$ cat config.mk
export PLATFORM = sky130hd
export DESIGN_NAME = register_file_flat
export DESIGN_NICKNAME = d
export VERILOG_FILES = /design/src/rtl/register_file_if.sv /design/src/rtl/register_file.sv /design/src/flat_wrapper.sv
export SDC_FILE = /design/constraint.sdc
export NUM_CORES = 2
export LEC_CHECK = 0
export ABC_CLOCK_PERIOD_IN_PS = 108400
export CAP_MARGIN = 20
export CORE_MARGIN = 8
export CORE_UTILIZATION = 62
export CTS_BUF_LIST = sky130_fd_sc_hd__clkbuf_16
export DETAILED_ROUTE_END_ITERATION = 8
export MAX_ROUTING_LAYER = met4
export PLACE_DENSITY_LB_ADDON = 0.25
export SLEW_MARGIN = 20
export SYNTH_ARGS = -nofsm -noshare
export SYNTH_HDL_FRONTEND = slang
export SYNTH_SLANG_ARGS = --single-unit
export TNS_END_PERCENT = 30
$ cat constraint.sdc
create_clock -name clk -period 108.4 [get_ports clk]
set_input_delay 10.84 -clock clk [delete_from_list [all_inputs] [get_ports clk]]
set_output_delay 10.84 -clock clk [all_outputs]
set_load 0.03 [all_outputs]
$ cat src/rtl/register_file_if.sv
// Write-back / register-read bundle between the pipeline and the register file.
// Pure wiring, no state, so it adds no latency.
// There is no backpressure; Stall is the only hold control and it freezes the read outputs.
interface register_file_if #(
   parameter int DATA_W = 64,
   parameter int ADDR_W = 5
);
   logic [ADDR_W-1:0] Reg2Write;
   logic [DATA_W-1:0] Data2Write;
   logic              RegWrite;
   logic [ADDR_W-1:0] ReadReg1;
   logic [ADDR_W-1:0] ReadReg2;
   logic              Stall;
   logic [DATA_W-1:0] ReadData1;
   logic [DATA_W-1:0] ReadData2;
   logic [15:0]       WriteCount;

   // Pipeline side: drives write-back and read requests, receives the operands.
   modport master (
      output Reg2Write, Data2Write, RegWrite, ReadReg1, ReadReg2, Stall,
      input  ReadData1, ReadData2, WriteCount
   );

   // Register-file side.
   modport slave (
      input  Reg2Write, Data2Write, RegWrite, ReadReg1, ReadReg2, Stall,
      output ReadData1, ReadData2, WriteCount
   );
endinterface

$ cat src/rtl/register_file.sv
// 32 x 64-bit register file with XZR, two registered read ports and write-through forwarding.
// Read data appears 1 cycle after the index is presented; writes commit on the same edge.
// No backpressure: Stall holds both read outputs while writes keep committing.
module register_file #(
   parameter int DATA_W   = 64,
   parameter int NUM_REGS = 32,
   parameter int ADDR_W   = 5,
   parameter int ZERO_REG = 31
) (
   input logic            clk,
   input logic            reset,
   register_file_if.slave rf
);

   localparam logic [ADDR_W-1:0] ZERO_IDX = ADDR_W'(ZERO_REG);

   logic [DATA_W-1:0] regs [NUM_REGS];
   logic [DATA_W-1:0] rd1_q;
   logic [DATA_W-1:0] rd2_q;
   logic [DATA_W-1:0] rd1_nxt;
   logic [DATA_W-1:0] rd2_nxt;
   logic [15:0]       cnt_q;
   logic              commit;

   // A write to XZR is dropped entirely: no storage update, no count.
   assign commit = rf.RegWrite && (rf.Reg2Write != ZERO_IDX);

   // Operand selection: XZR reads zero, a same-edge write is forwarded so a read never sees stale data.
   always_comb begin
      rd1_nxt = regs[rf.ReadReg1];
      rd2_nxt = regs[rf.ReadReg2];
      if (rf.ReadReg1 == ZERO_IDX) begin
         rd1_nxt = '0;
      end else if (commit && (rf.Reg2Write == rf.ReadReg1)) begin
         rd1_nxt = rf.Data2Write;
      end
      if (rf.ReadReg2 == ZERO_IDX) begin
         rd2_nxt = '0;
      end else if (commit && (rf.Reg2Write == rf.ReadReg2)) begin
         rd2_nxt = rf.Data2Write;
      end
   end

   // Architectural storage; the XZR entry is never written so it stays zero.
   always_ff @(posedge clk or posedge reset) begin
      if (reset) begin
         for (int i = 0; i < NUM_REGS; i++) begin
            regs[i] <= '0;
         end
      end else if (commit) begin
         regs[rf.Reg2Write] <= rf.Data2Write;
      end
   end

   // Read-port registers (held under Stall) and the committed-write counter (wraps naturally at 16 bits).
   always_ff @(posedge clk or posedge reset) begin
      if (reset) begin
         rd1_q <= '0;
         rd2_q <= '0;
         cnt_q <= '0;
      end else begin
         if (!rf.Stall) begin
            rd1_q <= rd1_nxt;
            rd2_q <= rd2_nxt;
         end
         if (commit) begin
            cnt_q <= cnt_q + 16'd1;
         end
      end
   end

   assign rf.ReadData1  = rd1_q;
   assign rf.ReadData2  = rd2_q;
   assign rf.WriteCount = cnt_q;

endmodule

$ cat src/flat_wrapper.sv
// flat-port wrapper written by rule: the top's interface ports become plain ports
module register_file_flat 
#(
   parameter int DATA_W   = 64,
   parameter int NUM_REGS = 32,
   parameter int ADDR_W   = 5,
   parameter int ZERO_REG = 31
)
  (clk, reset, rf_Reg2Write, rf_Data2Write, rf_RegWrite, rf_ReadReg1, rf_ReadReg2, rf_Stall, rf_ReadData1, rf_ReadData2, rf_WriteCount);
  register_file_if #(.DATA_W(DATA_W), .ADDR_W(ADDR_W)) rf_i ();
  input logic clk;
  input logic reset;
  input wire logic [$bits(rf_i.Reg2Write)-1:0] rf_Reg2Write;
  input wire logic [$bits(rf_i.Data2Write)-1:0] rf_Data2Write;
  input wire logic [$bits(rf_i.RegWrite)-1:0] rf_RegWrite;
  input wire logic [$bits(rf_i.ReadReg1)-1:0] rf_ReadReg1;
  input wire logic [$bits(rf_i.ReadReg2)-1:0] rf_ReadReg2;
  input wire logic [$bits(rf_i.Stall)-1:0] rf_Stall;
  output wire logic [$bits(rf_i.ReadData1)-1:0] rf_ReadData1;
  output wire logic [$bits(rf_i.ReadData2)-1:0] rf_ReadData2;
  output wire logic [$bits(rf_i.WriteCount)-1:0] rf_WriteCount;
  assign rf_i.Reg2Write = rf_Reg2Write;
  assign rf_i.Data2Write = rf_Data2Write;
  assign rf_i.RegWrite = rf_RegWrite;
  assign rf_i.ReadReg1 = rf_ReadReg1;
  assign rf_i.ReadReg2 = rf_ReadReg2;
  assign rf_i.Stall = rf_Stall;
  assign rf_ReadData1 = rf_i.ReadData1;
  assign rf_ReadData2 = rf_i.ReadData2;
  assign rf_WriteCount = rf_i.WriteCount;
  register_file #(.DATA_W(DATA_W), .NUM_REGS(NUM_REGS), .ADDR_W(ADDR_W), .ZERO_REG(ZERO_REG)) u_core (.clk(clk), .reset(reset), .rf(rf_i));
endmodule
==> results.ini <==
[placed_design]
dp_hpwl_um = 189000
place_area_um2 = 117000
gp_congestion = 0.845
io_buffers = 226

[die]
die_w_um = 445
num_rows = 157
dieArea_um2 = 198000
fp.dieH_um = 445
core_area_um2 = 183000
pin_count = 227
start_util = 0.624

[routing]
drc = 0
via_count = 75800
avgViaCountPerCell = 7.34
drtIter0Drc = 8113
ant_nets = 0
drt_first_pass_iters = 5
routed_wl_um = 347000
routedWlPerCell_um = 33.6

[clock_tree]
ctsHoldBuffers = 0
cts_max_path_buffers = 3
root_buffer = clkbuf_16
cts_resized = 0
path_clk_slew_ps = 60
post_cts.repair.setup_buffers = 0
cts_tree = yes
cts_buffers = 225
cts.sinks = 2192
cts-htree-levels = 4
clock_latency_ps = 890

[synthesis]
ys_ff_latch = 2192
synthTopCellsByArea = dfrtp_1, mux2_2, mux4_2
synth.cell_area_um2 = 114000
synth_nets = 8065
syn_avg_cell_area_um2 = 14.3
syn_inst = 7981
yosysTopAreaCell = dfrtp_1
synthFlopType = dfrtp_1
yosys_warnings = 0
synth_edf_count = 0
synth.top_cell.area_share = 0.480
seq_area_frac_synth = 0.480
synthDistinctLibCells = 54
synth-async-reset-ratio = 1.00

[power]
sw_frac_of_total = 0.283
clkPwrFrac = 0.325
leakagePower_uw = 0.0546
p_switching_uw = 648
seqPwrFrac = 0.477
combinationalPowerShare = 0.197
p_int_uw = 1640
p_per_area_nw_per_um2 = 18.5
ir_worst_vdd_mv = 0.0175

[critical_path]
cp-start-kind = primary input
r2r_cells = 5
crit_path_max_fanout = 122
reg2reg_slack_ps = 106340
critical_path.endpoint_type = asynchronous set/reset pin
cp_top_family = buffers and inverters
cp_slowest_cell = buf_4
setup.worst_path.class = in2async
worst_path_largest_cell_delay_ps = 880
worst-endpoint-arrival_ps = 15480
cp_cell_sequence = clkdlybuf4s50_1, inv_8, buf_4, buf_4, buf_4, buf_4
r2r-end = u_core.rf.ReadData2[23]$_DFFE_PP0N_
crit_buf_inv = 6
r2r_start = u_core.regs[1559]$_DFFE_PP0P_
cp_data_required_time_ps = 109290
crit_top_cell = buf_4

[grt]
antenna_found_initial = 17
overflow = 0
grt_pass1_vias = 79600
grt_max_degree = 170
grt_use_total = 0.354
grt_pass1_wl_um = 517000

[final_layout]
syn_to_final_growth_pct = 8.43
drive_gt1_frac = 0.415
num-fill-cells = 12700
final_area_um2 = 124000
mostFrequentLayoutCells = dfrtp_1, mux2_2, mux2i_1
finalNetCount = 7754
layout_commonest_cell = dfrtp_1

[worst_hold_path]
hold_depth = 0
hold_class = reg2reg
hp-start = u_core.regs[7]$_DFFE_PP0P_
whs_endpoint = u_core.regs[7]$_DFFE_PP0P_

[sta]
min_period_over_period = 0.135
fmax_mhz = 68.5
hold_viol = 0
worst_slew_pin_slew_ps = 1210
rsz0062_at_grt = false
final.setup.tns_ps = 0
setup_violations = 0
clock_skew_ps = 40.3
slew_violations = 0
slew_headroom = 0.196
finalCriticalPeriod_ps = 14600

[run]
drv_cap = 0

[run_status]
outcome = finished clean

-- registers in the layout, summed over array words and instances, names as in the netlist --
| name | flops |
|---|---|
| u_core.regs | 2048 |
| u_core.rf.ReadData1 | 64 |
| u_core.rf.ReadData2 | 64 |
| u_core.rf.WriteCount | 16 |
-- routing by layer --
metal / GRT usage / vias to the layer above / share of wire
li1: - / 30200 / -
met1: 0.436 / 40100 / 0.37
met2: 0.555 / 4248 / 0.48
met3: 0.0691 / 1219 / 0.088
met4: 0.198 / 0 / 0.066
met5: - / - / 0
-- power groups by stage --
stage                     combinational (uW)  sequential, uW  clock [uW]
after floorplan                          343            1080           0
final                                    452            1090         744
after detailed placement                 450            1100           0
after global placement                   435            1090           0
after global routing                     483            1110         786
after CTS                                452            1090         752
-- Yosys cell counts (2+ instances only) --
library cell,count
a2111oi_0,64
a21o_1,64
a21oi_1,189
a221o_1,64
a221oi_1,178
a221oi_2,10
a22oi_1,64
and2_1,2
and3_1,2
and4_1,2
buf_1,21
buf_2,242
buf_4,72
buf_6,36
clkbuf_1,553
dfrtp_1,2192
inv_1,4
mux2_2,1986
mux2i_1,894
mux4_2,642
nand2_1,24
nand3_1,7
nand3_2,2
nand3b_1,6
nand4_1,5
nor2_1,81
nor2_2,8
nor2b_1,9
nor3_1,2
nor3b_1,5
o21ai_0,162
o21ai_1,30
o221ai_1,190
o22ai_1,64
or2_2,63
xnor2_1,19
xor2_1,6
-- metrics by stage --
step	hold slack, ps	power, uW	setup WS [ps]	util	cells
after floorplan	445	1420	35630	-	7981
after global placement	384	1520	92880	0.639	9906
after detailed placement	390	1550	92790	0.639	9906
after CTS	403	2290	93710	0.678	10300
after global routing	406	2380	93130	0.677	10300
final	402	2290	93800	0.677	10300
-- cell type report --
cell class	instances	area, um2	area share
Multi-Input combinational cell	4861	55400	0.447
Sequential cell	2192	54900	0.443
Clock buffer	227	5680	0.0458
Timing Repair Buffer	386	3510	0.0283
Tap cell	2464	3080	0.0249
Clock inverter	182	1330	0.0107
Antenna cell	15	37.5	0.000303
Inverter	4	27.5	0.000222
-- worst max-delay path by stage --
stage	from	end	slack, ps	depth (start not counted)
2_1_floorplan	reset	u_core.regs[0]$_DFFE_PP0P_	35630	1
3_3_place_gp	reset	u_core.regs[1631]$_DFFE_PP0P_	92880	6
3_5_place_dp	reset	u_core.regs[1567]$_DFFE_PP0P_	92790	6
4_1_cts	reset	u_core.regs[28]$_DFFE_PP0P_	93710	6
5_1_grt	reset	u_core.regs[665]$_DFFE_PP0P_	93130	6
6_report	reset	u_core.regs[1823]$_DFFE_PP0P_	93800	6
-- worst register-to-register path, stage by stage, from the launching register on --
cell,delay (ps)
dfrtp_1,390
mux4_2,480
mux2i_1,330
nor2_1,70
a2111oi_0,520
o21ai_0,140
-- cells by family (layout without fill, tap and decap cells) --
logic type	count (synthesis)	in the layout	share of synthesized area
mux	3522	3522	0.400
buf+inv	928	799	0.0379
flops	2192	2192	0.480
other cells	0	15	0
xor+xnor	25	25	0.00192
fa+ha+maj	1	1	0.000109
simple gates	224	224	0.0103
compound gates	1089	1089	0.0695
Note: power is estimated with default switching activity, not from simulation.
